===== src/rtl/alu_sequencer.sv =====
// Command-side controller for a 16-bit ripple ALU. It drives the ALU's operand
// and control inputs, waits one cycle for the ripple chain to settle, then
// captures the result and flags. SLL and SRL are done here, one bit per cycle.
module alu_sequencer #(
    parameter int unsigned W   = 16,
    parameter int unsigned SHW = 4
) (
    input  logic           clk,
    input  logic           rst_n,
    input  logic           cmd_valid,
    output logic           cmd_ready,
    input  logic [2:0]     cmd_func,
    input  logic [W-1:0]   cmd_a,
    input  logic [W-1:0]   cmd_b,
    input  logic [SHW-1:0] cmd_shamt,
    output logic [W-1:0]   alu_a,
    output logic [W-1:0]   alu_b,
    output logic           alu_ainvert,
    output logic           alu_bnegate,
    output logic           alu_cin,
    output logic [2:0]     alu_op,
    input  logic [W-1:0]   alu_result,
    input  logic           alu_cout,
    input  logic           alu_overflow,
    output logic           rsp_valid,
    input  logic           rsp_ready,
    output logic [W-1:0]   rsp_result,
    output logic           rsp_zero,
    output logic           rsp_cout,
    output logic           rsp_overflow
);

    localparam logic [2:0] F_AND = 3'd0;
    localparam logic [2:0] F_OR  = 3'd1;
    localparam logic [2:0] F_ADD = 3'd2;
    localparam logic [2:0] F_SUB = 3'd3;
    localparam logic [2:0] F_SLT = 3'd4;
    localparam logic [2:0] F_NOR = 3'd5;
    localparam logic [2:0] F_SLL = 3'd6;
    localparam logic [2:0] F_SRL = 3'd7;

    localparam logic [2:0] OP_AND = 3'b000;
    localparam logic [2:0] OP_OR  = 3'b001;
    localparam logic [2:0] OP_ADD = 3'b010;

    typedef enum logic [1:0] {S_IDLE, S_EXEC, S_SHIFT, S_DONE} state_t;

    state_t         r_state, w_state_nxt;
    logic [2:0]     r_func, w_func_nxt;
    logic [W-1:0]   r_shreg, w_shreg_nxt;
    logic [SHW-1:0] r_cnt, w_cnt_nxt;
    logic           r_cmd_ready, w_cmd_ready_nxt;
    logic [W-1:0]   r_alu_a, w_alu_a_nxt;
    logic [W-1:0]   r_alu_b, w_alu_b_nxt;
    logic           r_ainv, w_ainv_nxt;
    logic           r_bneg, w_bneg_nxt;
    logic           r_cin, w_cin_nxt;
    logic [2:0]     r_op, w_op_nxt;
    logic           r_rsp_valid, w_rsp_valid_nxt;
    logic [W-1:0]   r_rsp_result, w_rsp_result_nxt;
    logic           r_rsp_zero, w_rsp_zero_nxt;
    logic           r_rsp_cout, w_rsp_cout_nxt;
    logic           r_rsp_ovf, w_rsp_ovf_nxt;
    logic           w_accept;

    assign w_accept = cmd_valid & r_cmd_ready;

    // State register
    always_ff @(posedge clk or negedge rst_n) begin
        if (!rst_n) r_state <= S_IDLE;
        else        r_state <= w_state_nxt;
    end

    // Next-state logic
    always_comb begin
        w_state_nxt = r_state;
        case (r_state)
            S_IDLE:  if (w_accept) w_state_nxt = (cmd_func >= F_SLL) ? S_SHIFT : S_EXEC;
            S_EXEC:  w_state_nxt = S_DONE;
            S_SHIFT: if (r_cnt == '0) w_state_nxt = S_DONE;
            S_DONE:  if (rsp_ready) w_state_nxt = S_IDLE;
            default: w_state_nxt = S_IDLE;
        endcase
    end

    // Output/datapath next values: decode on accept, capture in EXEC, shift in SHIFT
    always_comb begin
        w_func_nxt       = r_func;
        w_shreg_nxt      = r_shreg;
        w_cnt_nxt        = r_cnt;
        w_alu_a_nxt      = r_alu_a;
        w_alu_b_nxt      = r_alu_b;
        w_ainv_nxt       = r_ainv;
        w_bneg_nxt       = r_bneg;
        w_cin_nxt        = r_cin;
        w_op_nxt         = r_op;
        w_rsp_result_nxt = r_rsp_result;
        w_rsp_zero_nxt   = r_rsp_zero;
        w_rsp_cout_nxt   = r_rsp_cout;
        w_rsp_ovf_nxt    = r_rsp_ovf;
        w_cmd_ready_nxt  = (w_state_nxt == S_IDLE);
        w_rsp_valid_nxt  = (w_state_nxt == S_DONE);
        case (r_state)
            S_IDLE: begin
                if (w_accept) begin
                    w_func_nxt  = cmd_func;
                    w_alu_a_nxt = cmd_a;
                    w_alu_b_nxt = cmd_b;
                    w_shreg_nxt = cmd_a;
                    w_cnt_nxt   = cmd_shamt;
                    w_ainv_nxt  = 1'b0;
                    w_bneg_nxt  = 1'b0;
                    w_cin_nxt   = 1'b0;
                    w_op_nxt    = OP_AND;
                    case (cmd_func)
                        F_OR:  w_op_nxt = OP_OR;
                        F_ADD: w_op_nxt = OP_ADD;
                        F_SUB, F_SLT: begin
                            w_bneg_nxt = 1'b1;
                            w_cin_nxt  = 1'b1;
                            w_op_nxt   = OP_ADD;
                        end
                        F_NOR: begin
                            w_ainv_nxt = 1'b1;
                            w_bneg_nxt = 1'b1;
                        end
                        default: w_op_nxt = OP_AND;
                    endcase
                end
            end
            S_EXEC: begin
                w_rsp_result_nxt = alu_result;
                w_rsp_cout_nxt   = 1'b0;
                w_rsp_ovf_nxt    = 1'b0;
                if (r_func == F_SLT) begin
                    // Sign of the true difference: MSB corrected by overflow
                    w_rsp_result_nxt = W'(alu_result[W-1] ^ alu_overflow);
                end else if ((r_func == F_ADD) || (r_func == F_SUB)) begin
                    w_rsp_cout_nxt = alu_cout;
                    w_rsp_ovf_nxt  = alu_overflow;
                end
                w_rsp_zero_nxt = (w_rsp_result_nxt == '0);
            end
            S_SHIFT: begin
                if (r_cnt == '0) begin
                    w_rsp_result_nxt = r_shreg;
                    w_rsp_zero_nxt   = (r_shreg == '0);
                    w_rsp_cout_nxt   = 1'b0;
                    w_rsp_ovf_nxt    = 1'b0;
                end else begin
                    w_shreg_nxt = (r_func == F_SRL) ? {1'b0, r_shreg[W-1:1]}
                                                    : {r_shreg[W-2:0], 1'b0};
                    w_cnt_nxt   = r_cnt - SHW'(1);
                end
            end
            default: ;
        endcase
    end

    // Registered outputs and datapath state
    always_ff @(posedge clk or negedge rst_n) begin
        if (!rst_n) begin
            r_func       <= '0;
            r_shreg      <= '0;
            r_cnt        <= '0;
            r_cmd_ready  <= 1'b0;
            r_alu_a      <= '0;
            r_alu_b      <= '0;
            r_ainv       <= 1'b0;
            r_bneg       <= 1'b0;
            r_cin        <= 1'b0;
            r_op         <= '0;
            r_rsp_valid  <= 1'b0;
            r_rsp_result <= '0;
            r_rsp_zero   <= 1'b0;
            r_rsp_cout   <= 1'b0;
            r_rsp_ovf    <= 1'b0;
        end else begin
            r_func       <= w_func_nxt;
            r_shreg      <= w_shreg_nxt;
            r_cnt        <= w_cnt_nxt;
            r_cmd_ready  <= w_cmd_ready_nxt;
            r_alu_a      <= w_alu_a_nxt;
            r_alu_b      <= w_alu_b_nxt;
            r_ainv       <= w_ainv_nxt;
            r_bneg       <= w_bneg_nxt;
            r_cin        <= w_cin_nxt;
            r_op         <= w_op_nxt;
            r_rsp_valid  <= w_rsp_valid_nxt;
            r_rsp_result <= w_rsp_result_nxt;
            r_rsp_zero   <= w_rsp_zero_nxt;
            r_rsp_cout   <= w_rsp_cout_nxt;
            r_rsp_ovf    <= w_rsp_ovf_nxt;
        end
    end

    assign cmd_ready    = r_cmd_ready;
    assign alu_a        = r_alu_a;
    assign alu_b        = r_alu_b;
    assign alu_ainvert  = r_ainv;
    assign alu_bnegate  = r_bneg;
    assign alu_cin      = r_cin;
    assign alu_op       = r_op;
    assign rsp_valid    = r_rsp_valid;
    assign rsp_result   = r_rsp_result;
    assign rsp_zero     = r_rsp_zero;
    assign rsp_cout     = r_rsp_cout;
    assign rsp_overflow = r_rsp_ovf;

endmodule


===== config.mk =====
export PLATFORM = sky130hd
export DESIGN_NAME = alu_sequencer
export DESIGN_NICKNAME = d
export VERILOG_FILES = /design/src/rtl/alu_sequencer.sv
export SDC_FILE = /design/constraint.sdc
export NUM_CORES = 1
export LEC_CHECK = 0
export ABC_AREA = 1
export CORE_ASPECT_RATIO = 1.5
export CORE_UTILIZATION = 28
export CTS_BUF_LIST = sky130_fd_sc_hd__clkbuf_4
export CTS_CLUSTER_DIAMETER = 120
export DETAILED_ROUTE_END_ITERATION = 8
export HOLD_SLACK_MARGIN = 0.08
export PLACE_DENSITY = 0.62
export REMOVE_ABC_BUFFERS = 1
export SLEW_MARGIN = 20
export SYNTH_ARGS = -nofsm -noshare
export SYNTH_HDL_FRONTEND = slang
export SYNTH_SLANG_ARGS = --single-unit

===== constraint.sdc =====
create_clock -name clk -period 2.25 [get_ports clk]
set_input_delay 0.5625 -clock clk [delete_from_list [all_inputs] [get_ports clk]]
set_output_delay 0.5625 -clock clk [all_outputs]
set_load 0.01 [all_outputs]

==> results.cfg, run 1 <==
[sta]
final-hold-violation-count = 0
maxClockFrequency_mhz = 508.7
worst-slew-pin-transition_ns = 0.5478
fin_worst_hold_slack_ns = 0.4867
final_period_minus_worst_setup_slack_ns = 1.966
max_slew_headroom = 0.6340
rsz0062_at_grt = no
timing_max_transition_violations_final = 0
tns_ns = 0
fin_worst_skew_ns = 0.008611
timing.final.crit_share = 0.8737
setup_violations = 0

[worst_setup_path]
criticalPathCategory = flip-flop to output port
worst_setup_path_end_kind = output port
timing.rr.start = r_cnt[0]$_DFFE_PN0P_
timing.critical_path.slowest_stage_cell = clkdlybuf4s50_1
cp_top_family = buffers and inverters
crit_path_max_incr_delay_ns = 0.55
cp.buffers_inverters = 1
timing.critical_path.required_ns = 1.69
cp_cell_instances = clkdlybuf4s50_1
worst_ep_arrival_time_ns = 1.40
worstSetupStartpoint = rsp_result[9]$_DFFE_PN0P_
critical_path_fanouts_max = 2
worst_setup_path_start_kind = flip-flop

[yosys]
seq_total_area_yosys = 0.5280
synth_top_family_by_area = simple AND/OR/NAND/NOR gates
synth_enable_flop_cells = 0
synthesis.area_um2 = 3934
ys.flop_type = dfrtp_1
post_synth_mux_area_share = 0
synthAdderAreaFrac = 0.003181
yosys.area.top_type_share = 0.5280
synth.yosys.warnings = 0
synth-compound-area-share = 0.1422
yosys.cell_count.top_type = nand2_1
avgSynthCellArea_um2 = 8.195
share_of_synthesized_registers_carrying_an_async_set_or_reset = 1.000
synth.cells.most_frequent = nand2_1, dfrtp_1, nor2_1, a21oi_1, o21ai_0
synthCells = 480
post_synth_num_cell_types = 31
synth-xor-area-share = 0
synth_simple_gate_area_share = 0.2503
top_post_synthesis_cells_by_area = dfrtp_1, nand2_1, a21oi_1
synth_largest_area_cell = dfrtp_1
yosys_register_bits = 83

[drt]
dr_iter_0_viols = 271
vias_after_detailed_routing = 3598
post-route-drc-count = 0
routed_via_density = 4.747
drt_wl_total_um = 10720
route.detailed.wl_per_inst_um = 14.14
detail-route-antenna-nets = 0
detailedRoute.firstPassIterationCount = 4

[grt]
grt_pass1_wl_um = 17530
grt.met2_usage = 0.2643
grtUsageTotal = 0.1545
grt_pass1_vias = 3606
use_met1 = 0.1825
number_of_antenna_violations_at_the_first_check_in_global_routing = 1
total_congestion_overflow_after_global_routing = 0
grt-busiest-layer = met2
grt_max_degree = 43
grt.met3_usage = 0.03568

[final_layout]
area_growth_pct = 35.34
post_layout_nonfiller_instances = 758
final_layout_size_suffix_gt1_frac = 0.06555
finalNetCount = 653
postLayoutCellArea_um2 = 5324

[die]
core_region_area_um2 = 13600
placementRows = 52
io_pins = 120
floorplan.die_area_um2 = 14540
fp.dieW_um = 98.78
chipHeight_um = 147.2
starting_density_of_the_core = 0.2893

[placed_design]
finalWeightedCongestion = 0.7895
dp_cells = 741
place_area_um2 = 5210
placement.io_buffers = 118
dp_hpwl_um = 8086

[cts]
clock_tree_from_tritoncts = built
cts_max_level = 3
clock_tree_sinks = 83
cts_inserted_buffers = 9
ctsLongestPathBuffers = 2
cts.clk_slew.worst_paths_ns = 0.13
clkLatencyLatePin_ns = 0.43
post_cts.resized_instances = 0
cts_root_buffer = clkbuf_4

[min_path]
min_path_type = flip-flop to flip-flop
startpoint_of_the_lowest_slack_hold_path = alu_a[7]$_DFFE_PN0P_

[pwr]
power_w = 0.007018
power_per_cell_area_nw_per_um2 = 1318
max-vdd-ir-drop_v = 0.0004934
p_leak_nw = 2.444

[job]
max-cap-violations = 0

[outcome]
run_status = finished, final reports clean
==> placed cells by master (no fill, tap or decap) <==
cell and n:
clkinv_2 3, nor2_4 3, clkdlybuf4s50_1 117, a32o_1 2
nand3_1 21, nand2_1 162, inv_2 2, o22ai_1 2
a31oi_1 17, nor3_1 3, ha_1 1, diode_2 1
buf_12 1, nor2_2 3, nand4_1 2, o311ai_2 1
o211ai_1 4, buf_4 8, clkbuf_4 11, o2111ai_1 1
inv_4 2, dfrtp_1 83, dlygate4sd3_1 1, conb_1 1
clkinv_1 2, o21ai_0 28, inv_1 24, o31ai_1 1
nand2_4 2, a21oi_1 35, nor2_1 43, o31ai_2 1
nand2_2 2, o21ai_1 6
==> repair_timing <==
item                       CTS  global route
hold endpoints to repair    22             0
hold buffers                 1             0
setup endpoints to repair    0             0
setup buffers                0             0
==> layout make-up <==
class | count | area, µm²
Antenna cell | 1 | 2.502
Clock buffer | 11 | 82.58
Tap cell | 162 | 202.7
Timing Repair Buffer | 127 | 1261
Inverter | 29 | 113.9
Fill cell | 1398 | 8274
Clock inverter | 4 | 18.77
Sequential cell | 83 | 2077
Multi-Input combinational cell | 341 | 1565
==> report_power, final <==
part           switching [W]  internal (W)
logic                0.00196       0.00164
registers           0.000486       0.00220
clock network       0.000491      0.000238
total                0.00294       0.00408
==> registers in the layout, summed over array words and instances (netlist names), 2 cells and up <==
name / count
r_state: 2
r_func: 3
r_shreg: 16
alu_b: 16
rsp_result: 16
alu_a: 16
alu_op: 2
r_cnt: 4
==> stage by stage <==
step	setup WS, ns	utilization
after floorplan	-0.1037	-
after global placement	0.2315	0.3831
after detailed placement	0.1639	0.3831
after CTS	0.2442	0.3913
after global routing	0.2125	0.3915
final	0.2842	0.3915
==> worst register-to-register path: stages, from the launching register on <==
cell and delay, ns:
dfrtp_1 0.36, inv_1 0.08, ha_1 0.22, inv_1 0.07, nor2_2 0.05, nand2_2 0.09
nor2_4 0.05, nor2_4 0.44, inv_4 0.18, o211ai_1 0.14, nand2_1 0.07
==> final timing paths <==
check	to	depth (start not counted)	slack (ns)
setup / recovery	rsp_result[9]	1	0.28
hold / removal	alu_a[7]$_DFFE_PN0P_	2	0.49
setup reg to reg	rsp_result[0]$_DFFE_PN0P_	10	0.41
hold reg to reg	alu_a[7]$_DFFE_PN0P_	2	0.49
max in group asynchronous	alu_b[7]$_DFFE_PN0P_	3	1.13
min in group asynchronous	alu_b[8]$_DFFE_PN0P_	2	0.56
==> metal layers <==
layer  vias up  share of wire
met3        14          0.046
met4         0          0.020
met5         -              0
li1       1790              -
met2       102           0.51
met1      1692           0.42
==> kinds of logic after synthesis <==
family | count (synthesis)
adder cells (fa/ha/maj) | 1
flip-flops | 83
AO/OA/AOI/OAI | 98
buffers and inverters | 56
AND/OR/NAND/NOR | 241
other | 1
No activity file was read; power rests on OpenSTA's default activity.
==> run 2: changes to the inputs <==
--- a/config.mk
+++ b/config.mk
@@ -12,8 +12,9 @@
 export CTS_CLUSTER_DIAMETER = 120
 export DETAILED_ROUTE_END_ITERATION = 8
 export HOLD_SLACK_MARGIN = 0.08
-export PLACE_DENSITY = 0.62
+export PLACE_DENSITY = 0.64
 export REMOVE_ABC_BUFFERS = 1
+export SKIP_CTS_REPAIR_TIMING = 1
 export SLEW_MARGIN = 20
 export SYNTH_ARGS = -nofsm -noshare
 export SYNTH_HDL_FRONTEND = slang
==> constraint.sdc (replaced) <==
create_clock -name clk -period 1.7 [get_ports clk]
set_input_delay 0.425 -clock clk [delete_from_list [all_inputs] [get_ports clk]]
set_output_delay 0.425 -clock clk [all_outputs]
set_load 0.01 [all_outputs]
==> run 2 against run 1 <==
Net effect: via count is 2.1% higher; critical endpoint is now rsp_result[2]$_DFFE_PN0P_; critical path type is now flip-flop to flip-flop; worst setup slack lost 0.26 ns; wire length increased by 4.7%; largest power group unchanged; utilization is 3.2 points higher; highest routed layer unchanged; first-iteration DRC count increased by 17%; power is 38% higher.
==> results.cfg, run 2 (same netlist as run 1, synthesis figures left out) <==
[final_layout]
final_layout_size_suffix_gt1_frac = 0.1234
post_layout_nonfiller_instances = 787
most_used_cells_in_the_layout_excluding_fill_and_tap_cells = nand2_1, dfrtp_1, clkdlybuf4s50_1
layout_commonest_cell = nand2_1
finalNetCount = 681
area_growth_pct = 46.37

[pwr]
power_per_cell_area_nw_per_um2 = 1688
p_leak_nw = 3.251
max-vdd-ir-drop_v = 0.0005177

[die]
placementRows = 52
starting_density_of_the_core = 0.2893
fp.dieW_um = 98.78
floorplan.die_area_um2 = 14540
core_region_area_um2 = 13600
io_pins = 120
chipHeight_um = 147.2

[sta]
setup_violations = 0
timing.final.crit_share = 0.9880
fin_worst_skew_ns = 0.01439
final_period_minus_worst_setup_slack_ns = 1.680
final.setup.worst_slack_ns = 0.02034
final-hold-violation-count = 0
maxClockFrequency_mhz = 595.4
timing_max_transition_violations_final = 0

[drt]
post-route-drc-count = 0
routed_via_density = 4.670
detailedRoute.firstPassIterationCount = 4
dr_iter_0_viols = 316
drt_wl_total_um = 11220
vias_after_detailed_routing = 3675
detail-route-antenna-nets = 0
route.detailed.wl_per_inst_um = 14.26

[grt]
grt_pass1_vias = 3589
grt_max_degree = 37
number_of_antenna_violations_at_the_first_check_in_global_routing = 1
grt_pass1_wl_um = 17510
grtUsageTotal = 0.1539
total_congestion_overflow_after_global_routing = 0

[placed_design]
placement.setup.worst_slack_ns = -0.06478
dp_hpwl_um = 8165
finalWeightedCongestion = 0.8035
placement.io_buffers = 118
dp_cells = 754

[outcome]
run_status = finished, final reports clean

[cts]
ctsLongestPathBuffers = 2
clock_tree_sinks = 83
clock_tree_from_tritoncts = built
clkLatencyLatePin_ns = 0.44
cts_root_buffer = clkbuf_4
cts_max_level = 3
cts.clk_slew.worst_paths_ns = 0.13
cts_inserted_buffers = 9

[worst_setup_path]
criticalPathCategory = flip-flop to flip-flop
timing.critical_path.required_ns = 2.03
critical_path_fanouts_max = 6
worst_ep_arrival_time_ns = 2.01
worst_setup_path_start_kind = flip-flop
r2r.worst_path.cells = 10
worst_setup_path_end_kind = flip-flop

[min_path]
min_path_type = input port to asynchronous set/reset pin

[job]
max-cap-violations = 0
[run 2: changes by cell type in the layout (fill, tap and decap cells not counted), sizes merged, moves of 2 or more]
cell / before / now
clkinvlp: 0 / 2
clkbuf: 11 / 9
clkdlybuf4s50: 117 / 59
buf: 9 / 36
clkinv: 5 / 7
dlymetal6s2s: 0 / 58
[run 2: cell type report]
type | instances | area (µm²)
Inverter | 29 | 120.1
Sequential cell | 83 | 2077
Tap cell | 162 | 202.7
Multi-Input combinational cell | 342 | 1603
Clock inverter | 7 | 35.03
Antenna cell | 1 | 2.502
Fill cell | 1354 | 7840
Timing Repair Buffer | 154 | 1650
Clock buffer | 9 | 67.56
[run 2: metrics by stage]
step / cell area, µm² / TNS [ns] / total power [W] / hold WS, ns / utilization
floorplan: 3751 / -17.92 / 0.006110 / 0.1294 / -
global placement: 5345 / -0.1851 / 0.008515 / 0.3528 / 0.3931
detailed placement: 5345 / -1.237 / 0.008667 / 0.3474 / 0.3931
CTS: 5448 / -7.728 / 0.009669 / -0.1517 / 0.4006
global route: 5758 / -0.02768 / 0.01054 / 0.3992 / 0.4234
finish: 5758 / 0 / 0.009718 / 0.4208 / 0.4234
[run 2: where the power goes]
group / internal (W) / switching (W)
Sequential: 0.00291 / 0.000622
Clock: 0.000281 / 0.000696
Combinational: 0.00243 / 0.00278
Total: 0.00562 / 0.00410
[run 2: per-layer routing]
metal,up-vias,share of wire,global-route usage
met5,-,0,0
li1,1856,-,-
met4,0,0.026,0.06642
met3,22,0.052,0.03568
met2,108,0.51,0.2640
met1,1689,0.41,0.1828
[run 2: critical path, cell delays in order (launching register included)]
cell     delay, ns
dfrtp_1       0.40
inv_2         0.08
ha_2          0.18
inv_1         0.05
nor2_2        0.11
nand2_2       0.09
nor2_4        0.17
nor2_4        0.10
buf_6         0.17
a21oi_1       0.13
a21oi_1       0.09
[run 2: final timing paths]
check / start / end / slack, ns
hold reg to reg: alu_b[12]$_DFFE_PN0P_ / alu_b[12]$_DFFE_PN0P_ / 0.48
max in group asynchronous: rst_n / cmd_ready$_DFF_PN0_ / 0.76
hold / removal: rst_n / rsp_result[5]$_DFFE_PN0P_ / 0.42
setup reg to reg: r_cnt[1]$_DFFE_PN0P_ / rsp_result[2]$_DFFE_PN0P_ / 0.02
min in group clk: alu_b[12]$_DFFE_PN0P_ / alu_b[12]$_DFFE_PN0P_ / 0.48
setup / recovery: r_cnt[1]$_DFFE_PN0P_ / rsp_result[2]$_DFFE_PN0P_ / 0.02
